<file path="src/rtl/controlador_interrupcao_pkg.sv">
// Shared definitions for the interrupt controller.
// - estado_t : interrupt entry/return sequencer states (3-bit)
// - ID_WIDTH : width of the serviced interrupt ID (index + 1, 0 = none)
package controlador_interrupcao_pkg;

    localparam int unsigned ID_WIDTH = 4;

    typedef enum logic [2:0] {
        OCIOSO     = 3'd0,
        SALVA      = 3'd1,
        DESVIA     = 3'd2,
        EM_SERVICO = 3'd3,
        RETORNA    = 3'd4
    } estado_t;

endpackage

</file>
<file path="src/rtl/controlador_interrupcao_detector_borda_irq.sv">
// Per-line rising-edge detector feeding a pending-request register.
// Ports:
//   clock, reset_n : rising-edge clock, asynchronous active-low reset
//   irq            : request lines, synchronous to clock
//   limpa          : bits to clear this cycle (serviced request)
//   pendentes      : pending request bits
module detector_borda_irq #(
    parameter int unsigned NUM_IRQ = 4
) (
    input  logic               clock,
    input  logic               reset_n,
    input  logic [NUM_IRQ-1:0] irq,
    input  logic [NUM_IRQ-1:0] limpa,
    output logic [NUM_IRQ-1:0] pendentes
);

    logic [NUM_IRQ-1:0] irq_ant;
    logic [NUM_IRQ-1:0] borda;

    assign borda = irq & ~irq_ant;

    always_ff @(posedge clock or negedge reset_n) begin
        if (!reset_n) begin
            irq_ant   <= '0;
            pendentes <= '0;
        end else begin
            irq_ant   <= irq;
            // Set after clear: an edge arriving while its bit is being
            // serviced must not be lost.
            pendentes <= (pendentes & ~limpa) | borda;
        end
    end

endmodule

</file>
<file path="src/rtl/controlador_interrupcao.sv">
// Interrupt entry/return sequencer.
// Latches irq edges, picks the lowest-index pending request at an
// instruction boundary, saves the return PC and drives the PC-source
// pulses and PC/interrupt mux selects. No nesting.
// Ports:
//   clock, reset_n                 : clock, async active-low reset
//   irq                            : request lines (rising-edge sensitive)
//   habilita_interrup              : global interrupt enable
//   fim_instrucao                  : instruction boundary pulse
//   valor_pc                       : address of next instruction
//   reti                           : return-from-interrupt pulse
//   op_save_pc/op_get_pc/op_get_irq: software read requests
//   pc_interrup, qual_interrupcao  : saved return PC, serviced ID
//   desvia_interrup, endereco_vetor: jump-to-handler pulse and address
//   retorna_pc                     : return-to-saved-PC pulse
//   save_pc/get_pc_interrup/get_interruption : mux selects (one-hot or 0)
//   pendentes, em_servico          : pending bits, in-service flag
module controlador_interrupcao
    import controlador_interrupcao_pkg::*;
#(
    parameter int unsigned           DATA_WIDTH     = 32,
    parameter int unsigned           ADDR_WIDTH     = 13,
    parameter int unsigned           NUM_IRQ        = 4,
    parameter logic [ADDR_WIDTH-1:0] VETOR_INTERRUP = 13'h0010
) (
    input  logic                  clock,
    input  logic                  reset_n,
    input  logic [NUM_IRQ-1:0]    irq,
    input  logic                  habilita_interrup,
    input  logic                  fim_instrucao,
    input  logic [ADDR_WIDTH-1:0] valor_pc,
    input  logic                  reti,
    input  logic                  op_save_pc,
    input  logic                  op_get_pc,
    input  logic                  op_get_irq,
    output logic [ADDR_WIDTH-1:0] pc_interrup,
    output logic [DATA_WIDTH-1:0] qual_interrupcao,
    output logic                  desvia_interrup,
    output logic [ADDR_WIDTH-1:0] endereco_vetor,
    output logic                  retorna_pc,
    output logic                  save_pc,
    output logic                  get_pc_interrup,
    output logic                  get_interruption,
    output logic [NUM_IRQ-1:0]    pendentes,
    output logic                  em_servico
);

    estado_t             estado;
    logic [NUM_IRQ-1:0]  limpa;
    logic [NUM_IRQ-1:0]  vencedor_mask;
    logic [ID_WIDTH-1:0] vencedor_id;

    detector_borda_irq #(
        .NUM_IRQ (NUM_IRQ)
    ) u_detector (
        .clock     (clock),
        .reset_n   (reset_n),
        .irq       (irq),
        .limpa     (limpa),
        .pendentes (pendentes)
    );

    // Fixed priority: scan from the top so the lowest index is written last.
    always_comb begin
        vencedor_id   = '0;
        vencedor_mask = '0;
        for (int unsigned i = NUM_IRQ; i > 0; i--) begin
            if (pendentes[i-1]) begin
                vencedor_id            = ID_WIDTH'(i);
                vencedor_mask          = '0;
                vencedor_mask[i-1]     = 1'b1;
            end
        end
    end

    assign limpa = (estado == SALVA) ? vencedor_mask : '0;

    always_ff @(posedge clock or negedge reset_n) begin
        if (!reset_n) begin
            estado           <= OCIOSO;
            pc_interrup      <= '0;
            qual_interrupcao <= '0;
            desvia_interrup  <= 1'b0;
            retorna_pc       <= 1'b0;
            em_servico       <= 1'b0;
        end else begin
            desvia_interrup <= 1'b0;
            retorna_pc      <= 1'b0;
            case (estado)
                OCIOSO: begin
                    if (habilita_interrup && fim_instrucao && (|pendentes)) begin
                        estado     <= SALVA;
                        em_servico <= 1'b1;
                    end
                end
                SALVA: begin
                    pc_interrup      <= valor_pc;
                    qual_interrupcao <= DATA_WIDTH'(vencedor_id);
                    desvia_interrup  <= 1'b1;
                    estado           <= DESVIA;
                end
                DESVIA: begin
                    estado <= EM_SERVICO;
                end
                EM_SERVICO: begin
                    if (reti) begin
                        retorna_pc <= 1'b1;
                        estado     <= RETORNA;
                    end
                end
                RETORNA: begin
                    qual_interrupcao <= '0;
                    em_servico       <= 1'b0;
                    estado           <= OCIOSO;
                end
                default: estado <= OCIOSO;
            endcase
        end
    end

    assign endereco_vetor = VETOR_INTERRUP;

    // Selects are held low while reset is asserted.
    assign save_pc          = reset_n & op_save_pc;
    assign get_pc_interrup  = reset_n & ~op_save_pc & op_get_pc;
    assign get_interruption = reset_n & ~op_save_pc & ~op_get_pc & op_get_irq;

endmodule

</file>
<file path="config.mk">
export PLATFORM = sky130hd
export DESIGN_NAME = controlador_interrupcao
export DESIGN_NICKNAME = d
export VERILOG_FILES = /design/src/rtl/controlador_interrupcao_pkg.sv /design/src/rtl/controlador_interrupcao_detector_borda_irq.sv /design/src/rtl/controlador_interrupcao.sv
export SDC_FILE = /design/constraint.sdc
export NUM_CORES = 1
export LEC_CHECK = 0
export BUFFER_PORTS_ARGS = -buffer_cell sky130_fd_sc_hd__buf_2
export CAP_MARGIN = 20
export CELL_PAD_IN_SITES_DETAIL_PLACEMENT = 1
export CELL_PAD_IN_SITES_GLOBAL_PLACEMENT = 1
export CORE_MARGIN = 8
export CORE_UTILIZATION = 32
export DETAILED_ROUTE_END_ITERATION = 12
export GPL_TIMING_DRIVEN = 0
export PLACE_DENSITY_LB_ADDON = 0.1
export RECOVER_POWER = 50
export SETUP_SLACK_MARGIN = 0.2
export SYNTH_ARGS = -nofsm -noshare
export SYNTH_HDL_FRONTEND = slang
export SYNTH_SLANG_ARGS = --single-unit
</file>
<file path="constraint.sdc">
create_clock -name clock -period 3.75 [get_ports clock]
set_clock_uncertainty 0.2 [all_clocks]
set_input_delay 0.375 -clock clock [delete_from_list [all_inputs] [get_ports clock]]
set_output_delay 0.375 -clock clock [all_outputs]
set_load 0.03 [all_outputs]
</file>
### Word level (Yosys, flattened, before mapping)

Index checks and enable logic that the tools add are counted.
W data, S select, Z words.

* register bits: 59
* bits of input ports: 25

* equality and inequality tests: 6
* multiplexer cells: 18
* bitwise gates (word level): 12
* reductions and logical operators: 8

Operators by type and width (number)
* $pmux W32 S2: 1
* $mux W4: 8
* $pmux W3 S4: 1
* $mux W3: 3
* $and A4 B4 Y4: 2
* $not A4 Y4: 2
* $eq A3 B2 Y1 const B: 2
* $and A1 B1 Y1: 5
* $mux W1: 4
* $ne A2 B2 Y1 const B: 2
* $or A4 B4 Y4: 1
* $reduce_and A2 Y1: 2
* $reduce_bool A2 Y1: 2
* $reduce_or A4 Y1: 1
* $eq A3 B1 Y1 const B: 1
* $eq A3 B3 Y1 const B: 1
* $logic_not A3 Y1: 1
* $logic_and A1 B1 Y1: 2
* $not A1 Y1: 2
* $pmux W1 S2: 1

### Longest topological paths before layout

* depth in word-level cells: 8
* depth in mapped cells: 5

### Modules after synthesis

From an unflattened synthesis, not the netlist that was laid out.

* cells, all modules: 134
* area total of the unflattened synthesis: 1561.5 um^2

Modules (own cells, without submodules)
* controlador_interrupcao: times used 1, cells each 114, area each 1281.2 um^2, sequential area each 550.5 um^2
* detector_borda_irq: times used 1, cells each 20, area each 280.3 um^2, sequential area each 200.2 um^2

### Least setup slack after synthesis

Ideal clock, no wire load.

* path type: input-to-output
* start point: in op_get_irq
* end point: out get_interruption
* data arrival time: 1.361 ns
* slack: 1.814 ns
* stages: 1
* path buffers: 0
* path through: nor4bb_1

* cells in the longest elaborated chain, start to end: 1

RTL lines
* start, declared: RTL line controlador_interrupcao.sv:35 `input logic op_get_irq,`
* $and A1 B1 Y1: RTL line controlador_interrupcao.sv:126 `assign get_interruption = reset_n & ~op_save_pc & ~op_get_pc & op_get_irq;`
* end, declared: RTL line controlador_interrupcao.sv:43 `output logic get_interruption,`

No other way between the ends.

### Worst setup path after layout

* start point: in reset_n
* end point: out get_interruption

* cells in the longest elaborated chain, start to end: 3

RTL lines
* start, declared: RTL line controlador_interrupcao.sv:27 `input logic reset_n,`
* $and A1 B1 Y1 (3 in a row): RTL line controlador_interrupcao.sv:126

No other way between the ends.

==> metrics.md <==
| Metric | Value |
|---|---|
| Vias per cell | `approximately 4` |
| Max_cap viols | `0` |
| Syn avg cell area | `~9.7 sq um` |
| Async SR Flop Fraction | `100%` |
| Clock latency on the worst-skew pair | `between 0.2 and 0.3 ns` |
| CTS tree | `yes` |
| Crit path required time | `3.17 ns` |
| Setup violators final | `0` |
| CTS max path bufs | `2` |
| Primary FF master, synth | `dfrtp_1` |
| Worst-path maximum fanout | `33` |
| Most frequent cells in the layout | `buf_4, conb_1, nand2_1, dfrtp_1, buf_2` |
| Peak VDD IR | `~0.25 mV` |
| Initial Util | `32.4%` |
| Worst hold path class | `input pin to register` |
| GRT Total Usage | `a little over a tenth` |
| Max Clk Rate | `~0.39 GHz` |
| Reg clk slew, reported paths | `0.06 ns` |
| Critical path type | `input pin to output pin` |
| Placed Cells | `between 200 and 300` |
| Tmin final | `approximately 2.6 ns` |
| Largest net degree at the start of global routing | `34` |
| RD Place Congestion | `between 0.6 and 0.7` |
| Aggregate routed wire length | `around 3800 microns` |
| Most common cell after layout, fill and taps aside | `buf_4` |
| Crit path DAT | `~2 ns` |
| Die Height | `around 84 microns` |
| Synth cell types | `28` |
| Nets | `roughly 280` |
| Root Buffer | `clkbuf_8` |
| Vias in the first global route | `1,259` |
| Core Rows | `25` |
| Syn Std Cell Area | `1500 sq um` |
| Rel. slew slack | `a little over half` |
| Core area | `4630 sq um` |
| Tot Pwr | `approximately 1.4 mW` |
| P&R area growth vs syn | `35.3%` |
| Outcome | `completed` |
| Antenna-violating nets left | `0` |
| Post-DP Area | `1970 sq um` |
| Post-synthesis sequential area ratio | `50.1%` |
| Via count | `approximately 1,200` |
| Leakage Power | `~1.2 nW` |
| Setup TNS | `0 ns` |
| CP most frequent cell | `buf_2` |
| # clock sinks | `30` |
| DIE AREA | `slightly above 7000 sq um` |
| Share of layout cells above drive strength 1 | `between 30% and 40%` |
| Initial antenna violation count | `0` |
| H-tree depth | `2` |
| Startpoint types | `input pin` |
| Global-route wire length before repair | `around 6000 microns` |
| Congestion Overflow GR | `0` |
| Ys Warns | `0` |
| Design area | `approximately 2000 sq um` |
| Synth Instances | `roughly 160` |
| Iter 0 DRT Violations | `55` |
| Die width | `84.4 microns` |
| #FFs+latches synth | `30` |
| Final period utilization | `between 60% and 70%` |
| Wire length per cell | `between 10 and 15 microns` |
| Slew @ Worst Pin | `0.713 ns` |
| Final Non-Filler Cells | `about 300` |
| Reg-to-reg setup timing slack | `between 2 and 2.5 ns` |
| Setup Buffers After CTS | `0` |
| Worst setup EP type | `output pin` |
| Total iterations of the first detailed-routing run | `4` |
| CP peak stage delay | `~0.57 ns` |
| EDFF count, synth | `0` |
| Final Hold Vio Count | `0` |
| PortBufs | `50` |
| Slowest cell on crit path | `buf_2` |
| Num ports | `93` |
| Cts bufs inserted | `5` |
| # diodes | `0` |
| Worst Hold Slack | `0.0217 ns` |
| DRC Markers | `0` |
| CP cell instances | `dlygate4sd3_1, buf_2, nor4bb_1, buf_2` |
| Max Slew Vio Count | `0` |
| Detailed Place HPWL | `~3000 microns` |
| RSZ-0062 raised after global routing | `no` |
| Power per standard cell area | `slightly above 700 nW/um^2` |
## report_power, final
part           internal, mW  total [mW]  switching [mW]
Combinational         0.187       0.654           0.467
Sequential            0.444       0.543          0.0986
Clock                 0.127       0.233           0.106
Total                 0.758        1.43           0.671
## flip-flops by register name (all words and copies together) (netlist names)
| signal | flops |
|---|---|
| u_detector.irq_ant | 4 |
| u_detector.pendentes | 4 |
| desvia_interrup | 1 |
| retorna_pc | 1 |
| estado | 3 |
| em_servico | 1 |
| pc_interrup | 13 |
| qual_interrupcao | 3 |
## worst max-delay path, delay by kind of cell
family | cells | cell delay [ns]
buffers and inverters | 3 | 1.33
and+or+nand+nor | 1 | 0.26
## path summary, 6_finish.rpt
path	startpoint	endpoint	cells after the start
worst max-delay path	reset_n	get_interruption	4
worst min-delay path	irq[2]	u_detector.irq_ant[2]	1
worst max register to register	u_detector.pendentes[0]	em_servico	3
worst min register to register	u_detector.irq_ant[0]	u_detector.pendentes[0]	1
max in group asynchronous	reset_n	pc_interrup[8]	2
min in group asynchronous	reset_n	u_detector.irq_ant[2]	2
## what timing repair did
| action | CTS | global route |
|---|---|---|
| hold buffers | 1 | 0 |
| resized for setup | 0 | 0 |
| hold endpoints to repair | 30 | 0 |
| endpoints found under the setup margin | 0 | 0 |
## metal layers
layer	GRT usage (%)	routed length [microns]	share of wire [%]	up-vias
met5	0	0	0	-
met4	5.83	55	1.5	0
met3	5.27	367	9.7	5
met2	17.5	1780	47	57
met1	11.5	1580	42	564
li1	-	-	-	601
## metrics by stage
stage | worst slack (ns) | utilization (%)
final | 1.20 | 43.8
after global routing | 1.04 | 43.8
after CTS | 1.13 | 44.4
after detailed placement | 1.67 | 42.5
after global placement | 1.69 | 42.5
after floorplan | 1.81 | -
## kinds of logic after synthesis
kind of cell | Yosys count | share of synthesized area (%)
simple gates | 54 | 16.3
buf+inv | 51 | 24.3
flops | 30 | 50.1
compound gates | 17 | 8.26
other cells | 2 | 0.501
xor+xnor | 1 | 0.584
## Yosys cell counts, drive strengths merged (2+ instances only)
master,n,share of area (%)
buf,45,23
nand2,41,10
dfrtp,30,50
o21ai,9,3.3
inv,6,1.5
a21oi,2,0.67
conb,2,0.50
nor2,2,0.50
nor2b,2,0.83
o31ai,2,1.0
## cell type report
class,count,area (sq um)
fill,583,2600
inverter,6,22.5
multi-input combinational,114,534
clock buffer,7,76.3
tap,54,67.6
timing repair buffer,51,235
buffer,45,342
sequential,30,751
Power figures use the tool's default switching activity.
